File: config.mk
export PLATFORM = sky130hd
export DESIGN_NAME = tile_load_sched
export DESIGN_NICKNAME = d
export VERILOG_FILES = /design/src/rtl/tile_load_sched.sv
export SDC_FILE = /design/constraint.sdc
export NUM_CORES = 1
export LEC_CHECK = 0
export CORE_MARGIN = 1
export CORE_UTILIZATION = 54
export DETAILED_ROUTE_END_ITERATION = 8
export PLACE_DENSITY = 0.77
export SLEW_MARGIN = 25
export SYNTH_ARGS = -nofsm -noshare
export SYNTH_HDL_FRONTEND = slang
export SYNTH_SLANG_ARGS = --single-unit
export TNS_END_PERCENT = 20
File: constraint.sdc
create_clock -name clk -period 2.4 [get_ports clk]
set_clock_uncertainty 0.1 [all_clocks]
set_input_delay 0.48 -clock clk [delete_from_list [all_inputs] [get_ports clk]]
set_output_delay 0.48 -clock clk [all_outputs]
set_load 0.005 [all_outputs]
File: src/rtl/tile_load_sched.sv
// ---------------------------------------------------------------------------
// tile_load_sched
//
// Tile-level load sequencer for the load side of the conv datapath. One
// conv_start launches a layer of TILE_NUM tiles. For each tile a single
// load_start pulse is fanned out to DONE_NUM read masters. Their done pulses
// may arrive in any order, possibly in the same cycle, and possibly repeated.
// Once every master has reported, one conv_load_done pulse is emitted. The
// sequencer then waits for conv_store_done before starting the next tile.
// After the last tile is stored, conv_done pulses and the block returns to
// idle.
//
// Handshake protocol: every control input and output is a one-cycle pulse
// with no back-pressure. An input pulse is acted on only in the state that
// expects it and is otherwise dropped. Each output pulse is registered and
// is high for exactly one cycle.
//
// Ports:
//   clk             clock
//   rst             asynchronous, active-high reset
//   conv_start      pulse, start a layer (accepted only in IDLE)
//   rmst_load_done  per-master done pulses (accepted only in WAIT_LOAD)
//   conv_store_done pulse, current tile stored (accepted only in WAIT_STORE)
//   load_start      pulse to all read masters, once per tile
//   conv_load_done  pulse, all masters done for the current tile
//   conv_done       pulse, last tile of the layer stored
//   tile_idx        index of the current tile, 0..TILE_NUM-1
//   busy            high from tile 0 load_start until conv_done
//   load_cycles     cycle count of the most recent WAIT_LOAD period
// ---------------------------------------------------------------------------
module tile_load_sched #(
  parameter int TILE_NUM = 4,
  parameter int TILE_W   = 8,
  parameter int DONE_NUM = 3,
  parameter int CNT_W    = 16
) (
  input  logic                clk,
  input  logic                rst,
  input  logic                conv_start,
  input  logic [DONE_NUM-1:0] rmst_load_done,
  input  logic                conv_store_done,
  output logic                load_start,
  output logic                conv_load_done,
  output logic                conv_done,
  output logic [TILE_W-1:0]   tile_idx,
  output logic                busy,
  output logic [CNT_W-1:0]    load_cycles
);

  typedef enum logic [1:0] {
    IDLE       = 2'd0,
    WAIT_LOAD  = 2'd1,
    WAIT_STORE = 2'd2
  } state_t;

  localparam logic [CNT_W-1:0]  CNT_MAX   = '1;
  localparam logic [TILE_W-1:0] LAST_TILE = TILE_W'(TILE_NUM - 1);

  state_t              state;
  logic [DONE_NUM-1:0] done_keep;
  logic [CNT_W-1:0]    cnt;

  // Done set including this cycle's pulses, so a master finishing on the
  // same edge as the others still completes the tile on that edge.
  logic [DONE_NUM-1:0] done_merged;
  logic                all_done;
  logic [CNT_W-1:0]    cnt_inc;

  always_comb begin
    done_merged = done_keep | rmst_load_done;
    all_done    = &done_merged;
    // Saturating increment: the latency counter never wraps.
    cnt_inc     = (cnt == CNT_MAX) ? CNT_MAX : cnt + 1'b1;
  end

  always_ff @(posedge clk or posedge rst) begin
    if (rst) begin
      state          <= IDLE;
      done_keep      <= '0;
      cnt            <= '0;
      load_start     <= 1'b0;
      conv_load_done <= 1'b0;
      conv_done      <= 1'b0;
      tile_idx       <= '0;
      busy           <= 1'b0;
      load_cycles    <= '0;
    end else begin
      // Pulse outputs default low; each branch raises them for one cycle.
      load_start     <= 1'b0;
      conv_load_done <= 1'b0;
      conv_done      <= 1'b0;

      case (state)
        IDLE: begin
          if (conv_start) begin
            tile_idx   <= '0;
            load_start <= 1'b1;
            busy       <= 1'b1;
            done_keep  <= '0;
            cnt        <= '0;
            state      <= WAIT_LOAD;
          end
        end

        WAIT_LOAD: begin
          if (all_done) begin
            conv_load_done <= 1'b1;
            done_keep      <= '0;
            load_cycles    <= cnt_inc;
            cnt            <= '0;
            state          <= WAIT_STORE;
          end else begin
            done_keep <= done_merged;
            cnt       <= cnt_inc;
          end
        end

        WAIT_STORE: begin
          if (conv_store_done) begin
            if (tile_idx < LAST_TILE) begin
              tile_idx   <= tile_idx + 1'b1;
              load_start <= 1'b1;
              state      <= WAIT_LOAD;
            end else begin
              conv_done <= 1'b1;
              busy      <= 1'b0;
              tile_idx  <= '0;
              state     <= IDLE;
            end
          end
        end

        default: begin
          state <= IDLE;
        end
      endcase
    end
  end

endmodule

After elaboration in Yosys (flattened, before gate mapping)
Index checks and enable logic that the tools add are counted.

storage, ports and cells
  register bits = 49
  input port bits = 7
  word-level logic and storage cells = 58

operators by class
  add/sub/neg operators = 2
  magnitude comparators = 1
  eq/ne operators = 7
  multiplexer cells = 29
  bitwise logic cells = 1
  reduce and logical (&&, ||, !) cells = 9

operators with widths
  kind                                                         number
  2-to-1 mux 16 bit                                            3
  case mux 16 bit (2 select lines)                             1
  2-to-1 mux 8 bit                                             3
  adder 16 x 1 -> 16 bit (second input constant)               1
  equality test 16 bit (second input constant)                 1
  case mux 8 bit (2 select lines)                              1
  2-to-1 mux 1 bit                                             12
  AND reduction 3 bit                                          3
  adder 8 x 1 -> 8 bit (second input constant)                 1
  less-than comparator 8 x 2 -> 1 bit (second input constant)  1
  inequality test 2 bit (second input constant)                4
  AND reduction 4 bit                                          2
  2-to-1 mux 2 bit                                             3
  2-to-1 mux 3 bit                                             2
  case mux 2 bit (3 select lines)                              1
  case mux 3 bit (2 select lines)                              1
  case mux 1 bit (2 select lines)                              2
  nonzero test 2 bit                                           2
  OR 3 bit                                                     1
  equality test 2 x 1 -> 1 bit (second input constant)         1
  equality test 2 bit (second input constant)                  1
  zero test 2 bit                                              1
  AND reduction 2 bit                                          1

Depth between registers and ports, before layout
  depth after elaboration = 4
  depth in mapped cells = 7
  mapped depth without buffers = 5

Least setup slack after synthesis
No wires, ideal clock.

  path kind = reg2reg
  start = reg cnt[0]
  end = reg cnt[14]
  arrival time = 1.789 ns
  required time = 2.167 ns
  setup slack = 0.378 ns
  cell stages (with the launch flop) = 8
  path buffers = 2
  clock period less this slack = 2.022 ns
  cells stage by stage = dfrtp_1 > ha_1 > inv_1 > or4_1 > buf_2 > buf_6 > o41ai_2 > a21oi_1

between the ends
  cells in the longest elaborated chain, start to end = 4
  elaborated cells between the ends (all ways) = 5
  those cells by class = 1 x add/sub; 1 x eq/ne; 3 x mux

ends and longest elaborated chain
  what                                                                   line  RTL
  from (decl)                                                            61    logic [CNT_W-1:0] cnt;
  from (signal assigned)                                                 114   cnt <= cnt_inc;
  adder 16 x 1 -> 16 bit / equality test 16 bit (equally long branches)  73    cnt_inc = (cnt == CNT_MAX) ? CNT_MAX : cnt + 1'b1;
  2-to-1 mux 16 bit *                                                    73
  2-to-1 mux 16 bit *                                                    106   if (all_done) begin
  case mux 16 bit (2 select lines) *                                     93    case (state)

Every way passes the cells marked *; elsewhere a longest branch is shown, timed or not.
A chain may end at the register's enable or synchronous reset.

Worst setup path in the final report
  start = reg cnt[0]
  end = reg cnt[6]

The elaborated chain is that of the path after synthesis.

==> flow_summary.yaml <==
setup_path:
  cp-end-kind: "register"
  worst_ep_arrival_time_ns: 2.35
  rr_startpoint: "cnt[0]"
  r2r_end: "cnt[6]"
  cp_max_fo: 7
  path_class: "reg2reg"
  r2r_setup_slack_ns: 0.18
  required_ns: 2.53
  worst-r2r-cell-count: 6
  startpoint_type: "register"
global_routing:
  antenna_found_initial: 0
  grt_pass1_vias: 1931
  grt_pass1_wl_mm: 9.397
  grt.total_usage_pct: 24.45
  grt-ovfl-total: 0
  grt_max_degree: 50
job:
  maxCapViolations: 0
logic_synthesis:
  synth_fp_nets: 261
  synth_edf_count: 0
  postSynthCellCount: 252
  ys_ff_latch: 49
  ys_seq_area_share_pct: 50.20
  yosysWarnings: 0
  netlist.area_leader.share_pct: 50.20
  synth_cell_types: 45
  netlist_area_um2: 2442
  synth_area_leaders: "dfrtp_1 (50%), nor2_1 (4.5%), o21ai_0 (4.3%)"
  synth_flop_cell: "dfrtp_1"
  yosysTopAreaCell: "dfrtp_1"
  syn_area_per_cell_um2: 9.692
  ys_async_sr_fraction_pct: 100.0
sta:
  worst_pin_slew_ns: 0.5639
  maxSlewViolCount: 0
  max_freq_ghz: 0.4513
  rsz0062_at_grt: "false"
  setup_viol_count_final: 0
  slew_headroom_pct: 61.43
  fin_crit_ns: 2.216
  final_hold_viol_count: 0
  fin_crit_sh_pct: 92.32
  fin_ws_ns: 0.1844
  setup_tns_ns: 0
placement:
  dp_slack_ns: 0.2398
  io_buffers: 34
  hpwl_mm: 3.716
  gp_congestion: 0.8896
clock_network:
  cts_root_buf: "clkbuf_8"
  post_cts_buffers: 0
  clockBufferDepth: 2
  htreeDepth: 2
  ctsResizeCount: 0
  cts_buffers: 5
  cts.sinks: 49
  tritoncts: "done"
  clkSlewWorstSetupHoldPaths_ns: 0.08
  hold_buffers: 0
  clkLatencyLatePin_ns: 0.30
min_path:
  hold_depth: 2
  hp-start: "load_cycles[14]"
  hold_end: "load_cycles[14]"
  hp-class: "reg2reg"
cells_and_area:
  area_growth_pct: 22.95
  antenna_cells: 0
  layout-drive-gt1-share_pct: 10.27
  nFillCells: 341
  finalNetCount: 302
route:
  drtAntennaViolNets: 0
  first_iter_violations: 188
  num_vias: 2120
  via_per_inst: 6.163
  wl_per_cell_um: 15.63
  drt_pre_antenna_iters: 4
  route.detailed.drc: 0
  wl_mm: 5.378
floorplan:
  fp.coreArea_um2: 4354
  start_util_pct: 56.09
  rows: 24
  die_area_um2: 4796
  ios: 35
  die_y_um: 69.25
  die_width_um: 69.25
pwr:
  ir_drop_v: 0.0006834
  p_leak_nw: 1.224
  power_density_nw_per_um2: 932.5
  power_mw: 2.800
status:
  run_status: "finished, final reports clean"
[cell families after synthesis]
logic type      share of synthesized area, %
xor+xnor                               3.228
buf+inv                                4.662
compound gates                         23.93
fa+ha+maj                              1.024
simple gates                           16.96
flops                                  50.21
[synth_stat cells (2+ instances only)]
cell and number:
a22o_1 11, clkbuf_1 11, ha_1 2, o22a_1 2
nand4_1 3, inv_1 10, nor4_1 2, a21oi_1 9
o2bb2ai_1 3, nand2b_1 3, nor3_1 3, xnor2_1 8
o22ai_1 8, a21o_1 4, a2111oi_0 2, nor2_1 29
nor4_2 2, a31oi_1 16, and3_1 2, o21ai_0 21
a41oi_1 3, or3_1 3, nand2_1 8, dfrtp_1 49
or4_1 4, buf_2 3, and2_1 3, nand3_1 11
[per-stage QoR]
stage | util (%) | cells | hold WS, ns | cell area [µm²]
2_1_floorplan | - | 252 | 0.3794 | 2442
3_5_place_dp | 67.27 | 338 | 0.3805 | 2929
6_report | 68.97 | 344 | 0.3950 | 3003
3_3_place_gp | 67.27 | 338 | 0.3873 | 2929
5_1_grt | 68.97 | 344 | 0.4350 | 3003
4_1_cts | 68.97 | 344 | 0.4003 | 3003
[placed cells by master, fill, tap and decap left out, types with 4 or more instances in the layout]
cell type,n
a22o_1,11
or4_1,4
buf_4,15
xnor2_1,8
clkdlybuf4s50_1,34
a21o_1,4
o22ai_1,8
a31oi_1,16
nor2_1,29
a21oi_1,9
o21ai_0,21
nand3_1,11
dfrtp_1,49
nand2_1,8
clkbuf_8,5
inv_1,9
[worst max-delay path, stage by stage, from the launching register on]
cell and delay, ns:
dfrtp_1 0.45, ha_1 0.27, inv_1 0.07, or4_1 0.66
buf_4 0.23, o21ai_0 0.20, a22o_1 0.18
[layout make-up]
cell class	instances	area, µm²	area share [%]
Clock inverter	1	5.005	0.1667
Clock buffer	5	68.82	2.292
Multi-Input combinational cell	176	1107	36.87
Timing Repair Buffer	51	493.0	16.42
Tap cell	52	65.06	2.167
Inverter	10	37.54	1.250
Sequential cell	49	1226	40.83
[where the power goes]
part	internal, mW	leakage (nW)	switching, mW
logic	0.606	0.545	0.556
clock network	0.192	0.0399	0.253
registers	1.04	0.639	0.156
total	1.84	1.22	0.964
[sequential cells by signal (all words and copies together) (netlist names)]
register / count
busy: 1
load_cycles: 16
load_start: 1
done_keep: 3
tile_idx: 8
cnt: 16
conv_done: 1
state: 2
conv_load_done: 1
[routing by layer]
layer | wire length [µm] | GRT usage (%) | vias up
li1 | - | - | 1021
met4 | 65 | 9.977 | 0
met3 | 316 | 5.378 | 5
met5 | 0 | 0 | -
met1 | 2707 | 36.52 | 1026
met2 | 2289 | 34.63 | 68
[worst max-delay path by stage]
stage                     startpoint       to  cells after the start
after detailed placement      cnt[0]   cnt[7]                      6
final                         cnt[0]   cnt[6]                      6
after floorplan               cnt[0]  cnt[14]                      7
after CTS                     cnt[0]   cnt[7]                      6
after global routing          cnt[0]   cnt[8]                      6
after global placement        cnt[0]   cnt[7]                      6
No activity file was read; power rests on OpenSTA's default activity.
